**src/rtl/hazard_scoreboard.sv**
```systemverilog
// rtl/hazard_scoreboard.sv - destination-register scoreboard producing forwarding selects, load-use stall and hazard code
module hazard_scoreboard #(
  parameter int REG_AW   = 5,
  parameter int DEPTH    = 3,
  parameter int LOAD_LAT = 1,
  parameter int SEL_W    = 2,
  parameter int CNT_W    = 16
) (
  input  logic              clk,
  input  logic              rst_n,
  input  logic              id_valid,
  input  logic              id_src1_en,
  input  logic [REG_AW-1:0] id_src1,
  input  logic              id_src2_en,
  input  logic [REG_AW-1:0] id_src2,
  input  logic              id_dst_en,
  input  logic [REG_AW-1:0] id_dst,
  input  logic              id_is_load,
  input  logic              flush,
  output logic              stall,
  output logic [SEL_W-1:0]  fwd_sel1,
  output logic [SEL_W-1:0]  fwd_sel2,
  output logic [3:0]        hz_type,
  output logic [CNT_W-1:0]  stall_cnt
);

  // Slots whose load data is not yet available for forwarding.
  localparam logic [DEPTH-1:0] LAT_MASK = DEPTH'((64'd1 << LOAD_LAT) - 64'd1);

  logic [DEPTH-1:0]  slot_v;
  logic [DEPTH-1:0]  slot_ld;
  logic [REG_AW-1:0] slot_dst [DEPTH];

  logic [DEPTH-1:0]  match1;
  logic [DEPTH-1:0]  match2;
  logic [SEL_W-1:0]  sel1_raw;
  logic [SEL_W-1:0]  sel2_raw;
  logic              load_use;
  logic              issue;

  // Per-slot source matches; register 0 is hardwired and never a hazard.
  always_comb begin
    match1 = '0;
    match2 = '0;
    for (int i = 0; i < DEPTH; i++) begin
      match1[i] = id_valid & id_src1_en & slot_v[i] & (slot_dst[i] == id_src1) & (id_src1 != '0);
      match2[i] = id_valid & id_src2_en & slot_v[i] & (slot_dst[i] == id_src2) & (id_src2 != '0);
    end
  end

  // Youngest producer wins: scan oldest to youngest so the lowest index is assigned last.
  always_comb begin
    sel1_raw = '0;
    sel2_raw = '0;
    for (int i = DEPTH - 1; i >= 0; i--) begin
      if (match1[i]) sel1_raw = SEL_W'(i + 1);
      if (match2[i]) sel2_raw = SEL_W'(i + 1);
    end
  end

  // Stall, forwarding and hazard classification for the decode instruction.
  always_comb begin
    load_use = |((match1 | match2) & slot_ld & LAT_MASK);
    stall    = load_use & ~flush;
    fwd_sel1 = stall ? '0 : sel1_raw;
    fwd_sel2 = stall ? '0 : sel2_raw;
    if (flush)
      hz_type = 4'd3;
    else if (stall)
      hz_type = 4'd2;
    else if ((fwd_sel1 != '0) || (fwd_sel2 != '0))
      hz_type = 4'd1;
    else
      hz_type = 4'd0;
    issue = id_valid & id_dst_en & ~stall & ~flush & (id_dst != '0);
  end

  // Slot pipeline: shifts every cycle, slot 0 takes the issuing instruction or a bubble.
  always_ff @(posedge clk or negedge rst_n) begin
    if (!rst_n) begin
      slot_v  <= '0;
      slot_ld <= '0;
      for (int i = 0; i < DEPTH; i++) slot_dst[i] <= '0;
    end else begin
      slot_v  <= {slot_v[DEPTH-2:0], issue};
      slot_ld <= {slot_ld[DEPTH-2:0], issue & id_is_load};
      for (int i = DEPTH - 1; i > 0; i--) slot_dst[i] <= slot_dst[i-1];
      slot_dst[0] <= issue ? id_dst : '0;
    end
  end

  // Saturating count of stall cycles for performance debug.
  always_ff @(posedge clk or negedge rst_n) begin
    if (!rst_n)
      stall_cnt <= '0;
    else if (stall && (stall_cnt != '1))
      stall_cnt <= stall_cnt + 1'b1;
  end

endmodule

```
**config.mk**
```make
export PLATFORM = sky130hd
export DESIGN_NAME = hazard_scoreboard
export DESIGN_NICKNAME = d
export VERILOG_FILES = /design/src/rtl/hazard_scoreboard.sv
export SDC_FILE = /design/constraint.sdc
export NUM_CORES = 1
export LEC_CHECK = 0
export BUFFER_PORTS_ARGS = -buffer_cell sky130_fd_sc_hd__buf_4
export CAP_MARGIN = 20
export CORE_ASPECT_RATIO = 0.5
export CORE_MARGIN = 2
export CORE_UTILIZATION = 39
export CTS_BUF_LIST = sky130_fd_sc_hd__clkbuf_8
export CTS_CLUSTER_SIZE = 8
export DETAILED_ROUTE_END_ITERATION = 12
export PLACE_DENSITY = 0.59
export SYNTH_ARGS = -nofsm -noshare
export SYNTH_HDL_FRONTEND = slang
export SYNTH_SLANG_ARGS = --single-unit
```
**constraint.sdc**
```tcl
create_clock -name clk -period 4 [get_ports clk]
set_clock_uncertainty 0.2 [all_clocks]
set_input_delay 0.2 -clock clk [delete_from_list [all_inputs] [get_ports clk]]
set_output_delay 0.2 -clock clk [all_outputs]
set_load 0.01 [all_outputs]
```
==> impl_metrics.json, run 1 <==
{
  "syn-cell-area_um2": 1880,
  "yosysTopAreaCell": "dfrtp_1",
  "clock-root-buffer": "clkbuf_8",
  "gr-usage-met3": 0.0476,
  "powerDensity_nw_per_um2": 292,
  "initial_utilization": 0.417,
  "yosysTopAreaCellShare": 0.466,
  "vdd_drop_max_uv": 166,
  "ys_warn_count": 0,
  "startpoint_type": "register",
  "worstSkewPairLatency_ps": 280,
  "clock-sinks": 35,
  "grt_use_met2": 0.283,
  "synthFlopType": "dfrtp_1",
  "synthArstFlopShare": 1.00,
  "clk_path_buf_depth": 2,
  "hold_viol_final": 0,
  "clock.fmax_mhz": 374,
  "gr-total-overflow": 0,
  "slew_violations": 0,
  "drt_wl_total_mm": 4.10,
  "dr.pass1.iters": 4,
  "antenna_found_initial": 0,
  "final_cell_mix": "buf_4 (45), dfrtp_1 (35), xnor2_1 (29)",
  "fin_crit_ps": 2670,
  "fin_hold_ws_ps": 91.4,
  "final_util": 0.541,
  "crit_type": "register to primary output",
  "hold_class": "input port to register",
  "postCtsSetupBuffers": 0,
  "grtUsageMet1": 0.214,
  "drive_gt1_frac": 0.286,
  "regArea_um2": 876,
  "h-tree-depth": 2,
  "setup_ws_ps": 1330,
  "max_stage_delay_ps": 580,
  "worst_path_max_delay_cell": "a21oi_1",
  "core.rowCount": 17,
  "drc": 0,
  "dp_hpwl_mm": 3.22,
  "drv_cap": 0,
  "grt_pass1_wl_mm": 6.72,
  "grt_max_degree": 36,
  "yosys-top-cells-area": "dfrtp_1 (47%), xnor2_1 (14%), xor2_1 (6.5%), nand4_1 (3.3%), and3_1 (3.0%)",
  "antenna_left": 0,
  "port_buffers": 45,
  "critPathArrivalTime_ps": 2270,
  "dieArea_um2": 5430,
  "final_common_cell": "buf_4",
  "cts_tree": "built",
  "core-area_um2": 4510,
  "numCtsBuffers": 5,
  "routedWlPerCell_um": 14.0,
  "area_growth_pct": 29.6,
  "worst_pin_slew_ps": 603,
  "grt_pass1_vias": 1459,
  "synth_seq_cells": 35,
  "via_per_inst": 4.92,
  "place_congestion": 0.830,
  "antenna_cells": 0,
  "busiest_layer": "met2",
  "setup_viol": 0,
  "status": "completed",
  "crit_fanout": 7,
  "critPathRequiredTime_ps": 3600,
  "end_kind": "primary output",
  "rsz0062_at_grt": "no",
  "n_fill_cell": 410,
  "period_share": 0.669,
  "p_leak_nw": 1.14,
  "fin_tns_setup_ps": 0,
  "synth_edf_count": 0,
  "ys_seq_area_frac": 0.466,
  "num_vias": 1441,
  "io_pins": 48,
  "die_w_um": 102,
  "path_cells": "xor2_1, nor4_1, nand4b_1, a21oi_1, nor3_1, buf_4",
  "syn_inst": 170,
  "grt_usage": 0.172,
  "die_height_um": 53.1,
  "synthDistinctLibCells": 37,
  "first_iter_violations": 52,
  "slew_headroom": 0.598,
  "syn_avg_cell_area_um2": 11.1,
  "clkSlewWorstSetupHoldPaths_ps": 60,
  "dp_worst_setup_slack_ps": 1500,
  "multi_input_area_um2": 963,
  "finalNetCount": 250
}
## worst paths after layout
| path | start | to | slack (ps) | cells past startpoint |
|---|---|---|---|---|
| min in group asynchronous | rst_n | slot_dst[4]$_DFF_PN0_ | 200 | 2 |
| worst max-delay path | slot_dst[13]$_DFF_PN0_ | fwd_sel1[1] | 1330 | 6 |
| worst min register to register | slot_v[1]$_DFF_PN0_ | slot_v[2]$_DFF_PN0_ | 210 | 0 |
| max in group asynchronous | rst_n | stall_cnt[10]$_DFFE_PN0P_ | 3080 | 2 |
| worst max register to register | slot_dst[13]$_DFF_PN0_ | stall_cnt[6]$_DFFE_PN0P_ | 1540 | 6 |
| worst min-delay path | flush | slot_dst[10]$_DFF_PN0_ | 90 | 3 |
## Yosys cell counts, types with 2 or more instances
| library cell | n |
|---|---|
| xnor2_1 | 29 |
| nor3_1 | 6 |
| nor2_1 | 9 |
| buf_6 | 2 |
| nand3_1 | 8 |
| and3_1 | 9 |
| nand2_1 | 8 |
| xnor2_2 | 2 |
| xor2_1 | 14 |
| and4_1 | 5 |
| nor2b_1 | 2 |
| and2_1 | 2 |
| inv_1 | 2 |
| nor4_1 | 2 |
| dfrtp_1 | 35 |
| nand4_1 | 10 |
| a21oi_1 | 2 |
| buf_4 | 2 |
| or3_4 | 2 |
| o211ai_2 | 2 |
## what timing repair did
action	4_1_cts	5_1_grt
gates resized for setup	0	0
hold buffers	7	0
endpoints found under the hold margin	41	0
## metrics by stage
stage	total power [W]	cells	instance area, um2
floorplan	0.000404	171	1880
global placement	0.000442	278	2270
detailed placement	0.000443	278	2270
CTS	0.000724	293	2440
global route	0.000750	293	2440
finish	0.000712	293	2440
## area by class of cell
cell class | instances | area share
sequential | 35 | 0.359
timing repair buffer | 52 | 0.167
inverter | 2 | 0.00308
multi-input combinational | 130 | 0.395
tap | 66 | 0.0339
clock inverter | 1 | 0.00154
clock buffer | 7 | 0.0395
## layer usage
layer / share of wire / wire length (um)
met5: 0 / 0
met3: 0.039 / 160
met2: 0.48 / 1980
met4: 0.016 / 67
met1: 0.46 / 1900
## registers in the layout, summed over array words and instances, names as in the netlist
signal,count
slot_dst,15
slot_v,3
stall_cnt,16
slot_ld,1
## kinds of logic (layout without fill, tap and decap cells)
family | after synthesis | in the layout | synth area share
other | 1 | 2 | 0.00199
buffers and inverters | 6 | 62 | 0.0240
DFF | 35 | 35 | 0.466
adders and majority gates | 1 | 1 | 0.00665
xor gates and xnor gates | 45 | 45 | 0.218
and+or+nand+nor | 70 | 70 | 0.222
muxes | 1 | 1 | 0.00599
AOI/OAI and AO/OA | 11 | 11 | 0.0566
## report_power, final
group	internal, W	leakage [nW]	switching, W
sequential	0.000359	0.478	0.00000573
clock	0.000154	0.0557	0.000117
combinational	0.0000391	0.610	0.0000367
total	0.000553	1.14	0.000159
## worst max-delay path, delay by kind of cell, from the launching register on
| family | cells | cell delay, ps |
|---|---|---|
| compound gates | 1 | 580 |
| xor+xnor | 1 | 170 |
| buf+inv | 1 | 170 |
| flops | 1 | 410 |
| simple gates | 3 | 660 |
No activity file was read; power rests on OpenSTA's default activity.
==> run 2: changes to the inputs <==
--- a/config.mk
+++ b/config.mk
@@ -13,7 +13,7 @@
 export CTS_BUF_LIST = sky130_fd_sc_hd__clkbuf_8
 export CTS_CLUSTER_SIZE = 8
 export DETAILED_ROUTE_END_ITERATION = 12
-export PLACE_DENSITY = 0.59
+export PLACE_DENSITY = 0.61
 export SYNTH_ARGS = -nofsm -noshare
 export SYNTH_HDL_FRONTEND = slang
 export SYNTH_SLANG_ARGS = --single-unit
==> constraint.sdc (replaced) <==
create_clock -name clk -period 2.45 [get_ports clk]
set_clock_uncertainty 0.2 [all_clocks]
set_input_delay 0.1225 -clock clk [delete_from_list [all_inputs] [get_ports clk]]
set_output_delay 0.1225 -clock clk [all_outputs]
set_load 0.01 [all_outputs]
==> run 2 against run 1 <==
Net effect: global-route usage grew 0.20 points; first-iteration DRC count shrank 38%; total power grew 66%; count of clock-buffer cells in the layout is the same; via count grew 5.6%.
==> impl_metrics.json, run 2 (synthesis results as in run 1) <==
{
  "final_cells": 309,
  "clock-root-buffer": "clkbuf_8",
  "route.met3.wl_um": 159,
  "rsz0062_at_grt": "yes",
  "detail_route.wirelength.met1_mm": 2.00,
  "slew_violations": 0,
  "grt_pass1_vias": 1537,
  "n_fill_cell": 418,
  "via_per_inst": 4.93,
  "die_height_um": 53.1,
  "wl_met2_mm": 2.07,
  "die_w_um": 102,
  "area_growth_pct": 38.9,
  "hold_viol_final": 0,
  "grt_pass1_wl_mm": 7.04,
  "period_share": 0.976,
  "num_vias": 1522,
  "hold_class": "input port to register",
  "grt_usage": 0.174,
  "antenna_found_initial": 0,
  "status": "completed",
  "vdd_drop_max_uv": 193,
  "fin_hold_ws_ps": 112,
  "critPathRequiredTime_ps": 2130,
  "initial_utilization": 0.417,
  "drc": 0,
  "drt_wl_total_mm": 4.27,
  "port_buffers": 45,
  "largest_reg_flops": 16,
  "drive_gt1_frac": 0.354,
  "final_common_cell": "buf_4",
  "clkSlewWorstSetupHoldPaths_ps": 70,
  "dp_worst_setup_slack_ps": 137,
  "gr-total-overflow": 0,
  "startpoint_type": "register",
  "reg.largest.list": "stall_cnt (16), slot_dst (15), slot_v (3)",
  "worstSkewPairLatency_ps": 280,
  "powerDensity_nw_per_um2": 452,
  "numCtsBuffers": 5,
  "end_kind": "primary output",
  "dr.pass1.iters": 4,
  "antenna_left": 0,
  "highest_layer": "met4",
  "grt_max_degree": 36,
  "antenna_cells": 0,
  "place_congestion": 0.874,
  "clock.fmax_mhz": 418,
  "p_leak_nw": 1.25,
  "critPathArrivalTime_ps": 2070,
  "core-area_um2": 4510,
  "dieArea_um2": 5430,
  "clock-sinks": 35,
  "first_iter_violations": 32,
  "setup_ws_ps": 59.5,
  "io_pins": 48,
  "crit_type": "register to primary output",
  "fin_tns_setup_ps": 0,
  "fin_crit_ps": 2390,
  "h-tree-depth": 2,
  "cts_tree": "built",
  "final_cell_mix": "buf_4 (59), dfrtp_1 (34), xnor2_1 (28)",
  "core.rowCount": 17,
  "crit_fanout": 4,
  "clk_path_buf_depth": 2,
  "finalNetCount": 266,
  "regMostFlops": "stall_cnt",
  "drv_cap": 0,
  "routedWlPerCell_um": 13.8,
  "setup_viol": 0,
  "dp_cells": 289,
  "dp_hpwl_mm": 3.31
}
## run 2: layer usage
layer | up-vias | GRT usage
met5 | - | 0
met4 | 0 | 0.0511
met3 | 8 | 0.0436
met2 | 34 | 0.295
met1 | 736 | 0.222
li1 | 744 | -
## run 2: metrics by stage
step,instance area (um2),power (W),util
2_1_floorplan,1880,0.000660,-
3_3_place_gp,2350,0.000723,0.521
3_5_place_dp,2350,0.000725,0.521
4_1_cts,2530,0.00120,0.561
5_1_grt,2610,0.00123,0.579
6_report,2610,0.00118,0.579
## run 2: power by group
group | total [W] | internal [W] | switching (W) | leakage (nW)
combinational | 0.000130 | 0.0000687 | 0.0000618 | 0.718
sequential | 0.000596 | 0.000586 | 0.00000966 | 0.477
clock | 0.000455 | 0.000252 | 0.000203 | 0.0557
total | 0.00118 | 0.000908 | 0.000274 | 1.25
## run 2: critical path, cell delays in order (launching register included)
cell	delay, ps
dfrtp_2	450
xor2_1	160
nor4_1	290
nand4b_1	210
buf_4	210
o31ai_2	80
buf_4	180
a2bb2oi_2	50
buf_4	150
## run 2: final timing paths
kind | cells after the start | slack, ps | start | endpoint
hold / removal | 3 | 110 | id_dst_en | slot_dst[10]$_DFF_PN0_
hold reg to reg | 0 | 220 | slot_v[1]$_DFF_PN0_ | slot_v[2]$_DFF_PN0_
min in group asynchronous | 2 | 120 | rst_n | stall_cnt[13]$_DFFE_PN0P_
setup reg to reg | 7 | 140 | slot_dst[14]$_DFF_PN0_ | stall_cnt[10]$_DFFE_PN0P_
max in group asynchronous | 2 | 1610 | rst_n | slot_dst[10]$_DFF_PN0_
setup / recovery | 8 | 60 | slot_dst[10]$_DFF_PN0_ | hz_type[0]
## run 2: area by class of cell
cell class              count  area, um2  area share
inverters                   2       7.51     0.00287
clock buffers               7       96.3      0.0369
flip-flops and latches     35        877       0.336
multi-input cells         130       1010       0.387
clock inverters             1       3.75     0.00144
repair buffers             68        534       0.205
well taps                  66       82.6      0.0316
## run 2: what timing repair did
item | 4_1_cts | 5_1_grt
setup buffers | 0 | 4
hold buffers | 8 | 0
hold endpoints to repair | 42 | 0
setup endpoints to repair | 1 | 6
pin swaps | 2 | 8
resized for setup | 0 | 9
